**config.mk**
```make
export PLATFORM = sky130hd
export DESIGN_NAME = store_arbiter
export DESIGN_NICKNAME = d
export VERILOG_FILES = /design/src/rtl/store_arbiter.sv
export SDC_FILE = /design/constraint.sdc
export NUM_CORES = 1
export LEC_CHECK = 0
export BUFFER_PORTS_ARGS = -buffer_cell sky130_fd_sc_hd__clkbuf_2
export CORE_MARGIN = 2
export CORE_UTILIZATION = 45
export CTS_BUF_LIST = sky130_fd_sc_hd__clkbuf_4 sky130_fd_sc_hd__clkbuf_8 sky130_fd_sc_hd__clkbuf_16
export CTS_CLUSTER_SIZE = 10
export DETAILED_ROUTE_END_ITERATION = 12
export GPL_TIMING_DRIVEN = 0
export SYNTH_ARGS = -nofsm -noshare
export SYNTH_HDL_FRONTEND = slang
export SYNTH_SLANG_ARGS = --single-unit
```
**constraint.sdc**
```tcl
create_clock -name clk -period 12.6 [get_ports clk]
set_clock_uncertainty 0.2 [all_clocks]
set_input_delay 0 -clock clk [delete_from_list [all_inputs] [get_ports clk]]
set_output_delay 0 -clock clk [all_outputs]
set_load 0.005 [all_outputs]
```
**src/rtl/store_arbiter.sv**
```systemverilog
// Per-channel store FIFOs serialised round-robin onto one memory write port; a push reaches wdata one edge later.
// The output register holds its word while mem_ready is low; a push into a full, non-popping channel is dropped and flagged.
module store_arbiter #(
    parameter int NUM_CH = 2,
    parameter int DATA_W = 32,
    parameter int DEPTH  = 4,
    parameter int SEL_W  = 2
) (
    input  logic                     clk,
    input  logic                     reset,
    input  logic [NUM_CH-1:0]        store,
    input  logic [NUM_CH*DATA_W-1:0] data_in,
    input  logic                     mem_ready,
    output logic                     write,
    output logic [SEL_W-1:0]         select,
    output logic [DATA_W-1:0]        wdata,
    output logic [NUM_CH-1:0]        full,
    output logic [NUM_CH-1:0]        overflow
);
    localparam int PW = $clog2(DEPTH);
    localparam int CW = PW + 1;
    localparam int IW = (NUM_CH > 1) ? $clog2(NUM_CH) : 1;

    logic [DATA_W-1:0] mem_q [NUM_CH][DEPTH];
    logic [CW-1:0]     count_q [NUM_CH];
    logic [CW-1:0]     count_d [NUM_CH];
    logic [PW-1:0]     wr_ptr_q [NUM_CH];
    logic [PW-1:0]     wr_ptr_d [NUM_CH];
    logic [PW-1:0]     rd_ptr_q [NUM_CH];
    logic [PW-1:0]     rd_ptr_d [NUM_CH];

    logic [IW-1:0]     rr_q, rr_d, grant_idx;
    logic              grant_vld, load;
    logic [NUM_CH-1:0] nonempty, pop, push_ok;
    logic [NUM_CH-1:0] ovf_q, ovf_d;

    logic              write_q, write_d;
    logic [SEL_W-1:0]  select_q, select_d;
    logic [DATA_W-1:0] wdata_q, wdata_d;

    always_comb begin
        nonempty = '0;
        full     = '0;
        for (int i = 0; i < NUM_CH; i++) begin
            nonempty[i] = (count_q[i] != '0);
            full[i]     = (count_q[i] == CW'(DEPTH));
        end
    end

    // First non-empty channel at or after rr_q, wrapping at NUM_CH.
    always_comb begin
        int c;
        c         = 0;
        grant_vld = 1'b0;
        grant_idx = '0;
        for (int k = 0; k < NUM_CH; k++) begin
            c = int'(rr_q) + k;
            if (c >= NUM_CH) c = c - NUM_CH;
            if (!grant_vld && nonempty[c]) begin
                grant_vld = 1'b1;
                grant_idx = IW'(c);
            end
        end
    end

    assign load = (!write_q || mem_ready) && grant_vld;

    always_comb begin
        pop     = '0;
        push_ok = '0;
        ovf_d   = ovf_q;
        for (int i = 0; i < NUM_CH; i++) begin
            pop[i]      = load && (grant_idx == IW'(i));
            push_ok[i]  = store[i] && ((count_q[i] != CW'(DEPTH)) || pop[i]);
            ovf_d[i]    = ovf_q[i] | (store[i] & ~push_ok[i]);
            count_d[i]  = count_q[i] + CW'(push_ok[i]) - CW'(pop[i]);
            wr_ptr_d[i] = wr_ptr_q[i] + PW'(push_ok[i]);
            rd_ptr_d[i] = rd_ptr_q[i] + PW'(pop[i]);
        end
    end

    always_comb begin
        write_d  = write_q;
        select_d = select_q;
        wdata_d  = wdata_q;
        rr_d     = rr_q;
        if (load) begin
            write_d  = 1'b1;
            select_d = SEL_W'(grant_idx) + SEL_W'(1);
            wdata_d  = mem_q[grant_idx][rd_ptr_q[grant_idx]];
            rr_d     = (grant_idx == IW'(NUM_CH - 1)) ? '0 : grant_idx + IW'(1);
        end else if (write_q && mem_ready) begin
            write_d  = 1'b0;
            select_d = '0;
        end
    end

    // Storage is not reset: emptied pointers make stale entries unreachable.
    always_ff @(posedge clk) begin
        for (int i = 0; i < NUM_CH; i++) begin
            if (push_ok[i]) mem_q[i][wr_ptr_q[i]] <= data_in[i*DATA_W +: DATA_W];
        end
    end

    always_ff @(posedge clk or posedge reset) begin
        if (reset) begin
            for (int i = 0; i < NUM_CH; i++) begin
                count_q[i]  <= '0;
                wr_ptr_q[i] <= '0;
                rd_ptr_q[i] <= '0;
            end
            rr_q     <= '0;
            ovf_q    <= '0;
            write_q  <= 1'b0;
            select_q <= '0;
            wdata_q  <= '0;
        end else begin
            for (int i = 0; i < NUM_CH; i++) begin
                count_q[i]  <= count_d[i];
                wr_ptr_q[i] <= wr_ptr_d[i];
                rd_ptr_q[i] <= rd_ptr_d[i];
            end
            rr_q     <= rr_d;
            ovf_q    <= ovf_d;
            write_q  <= write_d;
            select_q <= select_d;
            wdata_q  <= wdata_d;
        end
    end

    assign write    = write_q;
    assign select   = select_q;
    assign wdata    = wdata_q;
    assign overflow = ovf_q;

endmodule

```
* Yosys cells after proc, flatten, opt, wreduce, memory -nomap -nowiden
Memories as Yosys holds them, arrays and structs flattened.
Cells that the tools add are included.
** Storage, ports and cells
- Register bits :: 52
- Bits in writable memories :: 256
- Bits of input ports :: 69
- Output and inout port bits :: 39
- Memories :: 1
** Operators by class
- Add/subtract/negate cells :: 13
- Magnitude comparators :: 10
- Equal/unequal tests :: 4
- Muxes and demuxes :: 31
- Bitwise operators :: 11
- Reductions and logical operators :: 17
** Memory list
- mem_q :: depth 2, bits a word 128, rd ports 1, clocked after memory_dff 0, write ports 2, line 24 : logic [DATA_W-1:0] mem_q [NUM_CH][DEPTH];
** Operators with widths (number)
- $mux 128 :: 2
- $mux 32 :: 6
- $demux 32 s2 :: 2
- $bmux 32 s2 :: 1
- $lt 32x3->1 const B :: 2
- $mux 1 :: 15
- $mux 2 :: 5
- $ge 3x3->1 const B :: 3
- $logic_and 1x1->1 :: 9
- $not 2->3 :: 3
- $add 2x1->2 :: 4
- $add 3x1->3 :: 2
- $eq 3x3->1 const B :: 2
- $lt 3x1->1 const B :: 2
- $ne 3x3->1 const B :: 2
- $reduce_bool 3->1 :: 2
- $sub 3x1->3 :: 2
- $add 1x1->2 const B :: 2
- $ge 2x2->1 const B :: 2
- $logic_or 1x1->1 :: 3
- $not 1->1 :: 3
- $sub 1x2->3 const B :: 1
- $sub 2x2->3 const B :: 1
- $and 1x1->1 :: 2
- other kinds (6) :: 8

* Logic depth before layout (Yosys ltp)
- Depth after elaboration :: 17
- Mapped depth :: 12
- Mapped depth without buffers :: 11

* Least setup slack after synthesis
Ideal clock, no wire load.
- Path type :: flip-flop to flip-flop
- Start :: register count_q[2] (netlist bit)
- End :: memory mem_q[0][32] (netlist bit) (enable)
- Setup time :: 0.468 ns
- Data arrival time :: 3.586 ns
- Data required time :: 11.932 ns
- Slack :: 8.346 ns
- Stages on the path, launching flop included :: 6
- Path buffers :: 1
- Period minus slack after synthesis :: 4.254 ns
- Cell sequence :: dfrtp_1 or3_1 buf_6 a21oi_1 o21ai_2 nor3b_1
** RTL lines
- start, declared :: line 25 : logic [CW-1:0] count_q [NUM_CH];
- start signal, assigned by index :: line 119 : count_q[i] <= count_d[i];
- end, declared :: line 24

==> results by group <==
Timing
  • Fmax: 0.334 GHz
  • Setup violators final: 0
  • Setup TNS: 0 ns
  • Final Hold Viols: 0
  • Worst slew margin: 0.405
  • Min cycle time layout: 2.99 ns
  • Tcrit/Tclk final: 0.237
  • RSZ-0062 raised after global routing: false
  • Max Slew Vio Count: 0
  • Worst slew pin tran: 0.887 ns

Power and ir drop
  • Max VDD drop: 0.120 mV
  • PD cells: 235 nW/um^2
  • Lkg Pwr: 5.59 nW

Floorplanning
  • DIE WIDTH: 167 um
  • Initial Utilization: 0.458
  • Die height: 167 um
  • Core area: 26000 um^2
  • Die area: 27800 um^2
  • I/O pin count: 108
  • Core Rows: 59

Detailed routing
  • Detailed Route Iter0 Violations: 431
  • Total Wirelength: 25200 um
  • DR pass1 iterations: 4
  • Vias: 6152
  • Wirelength per Cell: 21.5 um
  • Routed Antenna Nets: 0
  • Via-to-Cell Ratio: 5.26
  • DRC Markers: 0

Worst hold path
  • Min-delay src: data_in[29]
  • Worst hold path depth: 2
  • Endpoint, Worst Hold: mem_q[0][29]
  • Hold crit path type: input port to flip-flop

Clock tree
  • CTS tree: done
  • Worst-Skew Late Latency: 0.51 ns
  • CTS Root Cell: clkbuf_16
  • PostCTS Resize Cnt: 0
  • Setup bufs post-CTS: 0
  • Reg clk slew, reported paths: 0.06 ns
  • Clock Sinks: 308
  • CTS H-Tree Depth: 2
  • Inserted Clock Buffers: 36
  • Clock Path Buffers: 3

Synthesis
  • Cell count after synthesis: 569
  • Flops & latches, synth: 308
  • Synth Cell Area: 11900 um^2
  • Async SR Flop Fraction: 0.169
  • Post-synth EDFFs: 256
  • Ys flop type: edfxtp_1
  • Area share of the largest cell type after synthesis: 0.646
  • Commonest cells post-synth: 256 x edfxtp_1, 62 x mux4_2, 52 x dfrtp_1
  • Post-synth top area cell: edfxtp_1
  • Top cells by area, synth: edfxtp_1 65%, mux4_2 12%, dfrtp_1 11%, mux2i_1 3.0%, o21ai_2 2.4%
  • Netlist cell types: 38
  • Post-synthesis sequential area ratio: 0.755
  • Most common cell in the netlist: edfxtp_1
  • Yosys Warn Count: 0
  • Mapped Avg Cell Area: 20.9 um^2
  • Mapped Nets: 647

Run status
  • Status: finished, final reports clean

GRT
  • Vias in the first global route: 6776
  • Largest net degree at the start of global routing: 35
  • First-pass GRT wire length: 39100 um
  • Tot GR Track Use: 0.186
  • Antenna violations before repair: 2
  • Gr ovfl total: 0

Worst setup path
  • CP endpoint kind: flip-flop
  • Worst Reg2Reg Path Length in Cells: 11
  • Kind of critical path: flip-flop to flip-flop
  • Worst r2r src: count_q[4]
  • Worst R2R End: count_q[5]
  • WP data arrival: 3.16 ns
  • R2R setup slack: 9.61 ns
  • Type of origin of the critical path: flip-flop
  • Worst EP required: 12.77 ns
  • Worst Path Max Fanout: 10

Final layout
  • Area delta synth->final: 26.3%
  • Share of layout cells above drive strength 1: 0.391
  • Non-Filler Instances: 1170
  • Post-layout nets: 887
  • FILL cells: 1982

Place
  • RD Place Congestion: 0.743
  • HPWL after DPL: 16900 um
  • Placed insts: 1035
  • # port buffers: 107

Flow run
  • Max-cap violation count: 0
## repair_timing
item / in CTS / in global routing
endpoints found under the setup margin: 0 / 0
hold buffers: 71 / 0
hold endpoints to repair: 401 / 0
## state kept, by name, summed over array words and instances, names as in the netlist
name      cells
select        2
wdata        32
rr_q          1
rd_ptr_q      4
mem_q       256
write         1
count_q       6
overflow      2
wr_ptr_q      4
## worst max path at each step
stage	start	endpoint	slack, ns	cells past startpoint
after detailed placement	count_q[2]	mem_q[0][96]	9.61	7
after CTS	count_q[4]	count_q[5]	9.59	11
after floorplan	count_q[2]	mem_q[0][32]	8.35	5
after global placement	count_q[2]	mem_q[0][34]	5.62	5
final	count_q[4]	count_q[5]	9.61	11
after global routing	count_q[2]	mem_q[0][96]	9.45	7
## placed cells by master, fill, tap and decap left out, types with 23 or more instances in the layout
cell type,instances
mux4_2,62
dfrtp_1,52
clkbuf_4,23
dlygate4sd3_1,71
edfxtp_1,256
clkbuf_2,107
mux2i_1,36
o21ai_2,32
clkbuf_16,37
nand2_1,35
buf_6,27
## metrics by stage
step           total power (W)  instance area [um^2]   util  hold slack, ns  setup WS (ns)
2_1_floorplan          0.00220                 11900      -          -0.101           8.35
3_3_place_gp           0.00252                 12900  0.495          0.0116           5.62
3_5_place_dp           0.00260                 13200  0.508          -0.144           9.61
4_1_cts                0.00359                 15000  0.578          0.0309           9.59
5_1_grt                0.00373                 15000  0.578          0.0534           9.45
6_report               0.00354                 15000  0.578          0.0499           9.61
## final cells by class
class                           count  area, um^2  area share
Buffer                             27         190      0.0127
Antenna cell                        2        5.00    0.000333
Sequential cell                   308        8990       0.598
Timing Repair Buffer              202        1550       0.103
Tap cell                          335         419      0.0279
Multi-Input combinational cell    221        2710       0.180
Inverter                           13        48.8     0.00325
Clock buffer                       60        1100      0.0731
Clock inverter                      2        17.5     0.00117
## logic make-up after synthesis
| kind of cell | Yosys count | share of synthesized area |
|---|---|---|
| muxes | 99 | 0.149 |
| AOI/OAI and AO/OA | 48 | 0.0360 |
| DFF | 308 | 0.755 |
| and+or+nand+nor | 57 | 0.0234 |
| xor gates and xnor gates | 8 | 0.00589 |
| buffers and inverters | 40 | 0.0201 |
| adders and majority gates | 9 | 0.0107 |
## routing by layer
metal  wire length, um  GRT usage
met2             12700      0.318
met1             10700      0.248
met4               397     0.0476
met5                 0          0
met3              1270     0.0366
## power by group
part           switching [W]  internal, W
Combinational       0.000577     0.000521
Sequential         0.0000981      0.00138
Clock               0.000372     0.000595
## worst max-delay path: stages, from the launching register on
cell and delay (ns):
dfrtp_1 0.45, nor3_4 0.42, o21ai_4 0.20, buf_6 0.22, nand2_2 0.09, inv_1 0.08
ha_1 0.28, inv_1 0.04, ha_1 0.18, fa_1 0.39, xor2_1 0.17, xnor2_1 0.15
(Power assumes the default switching activity.)
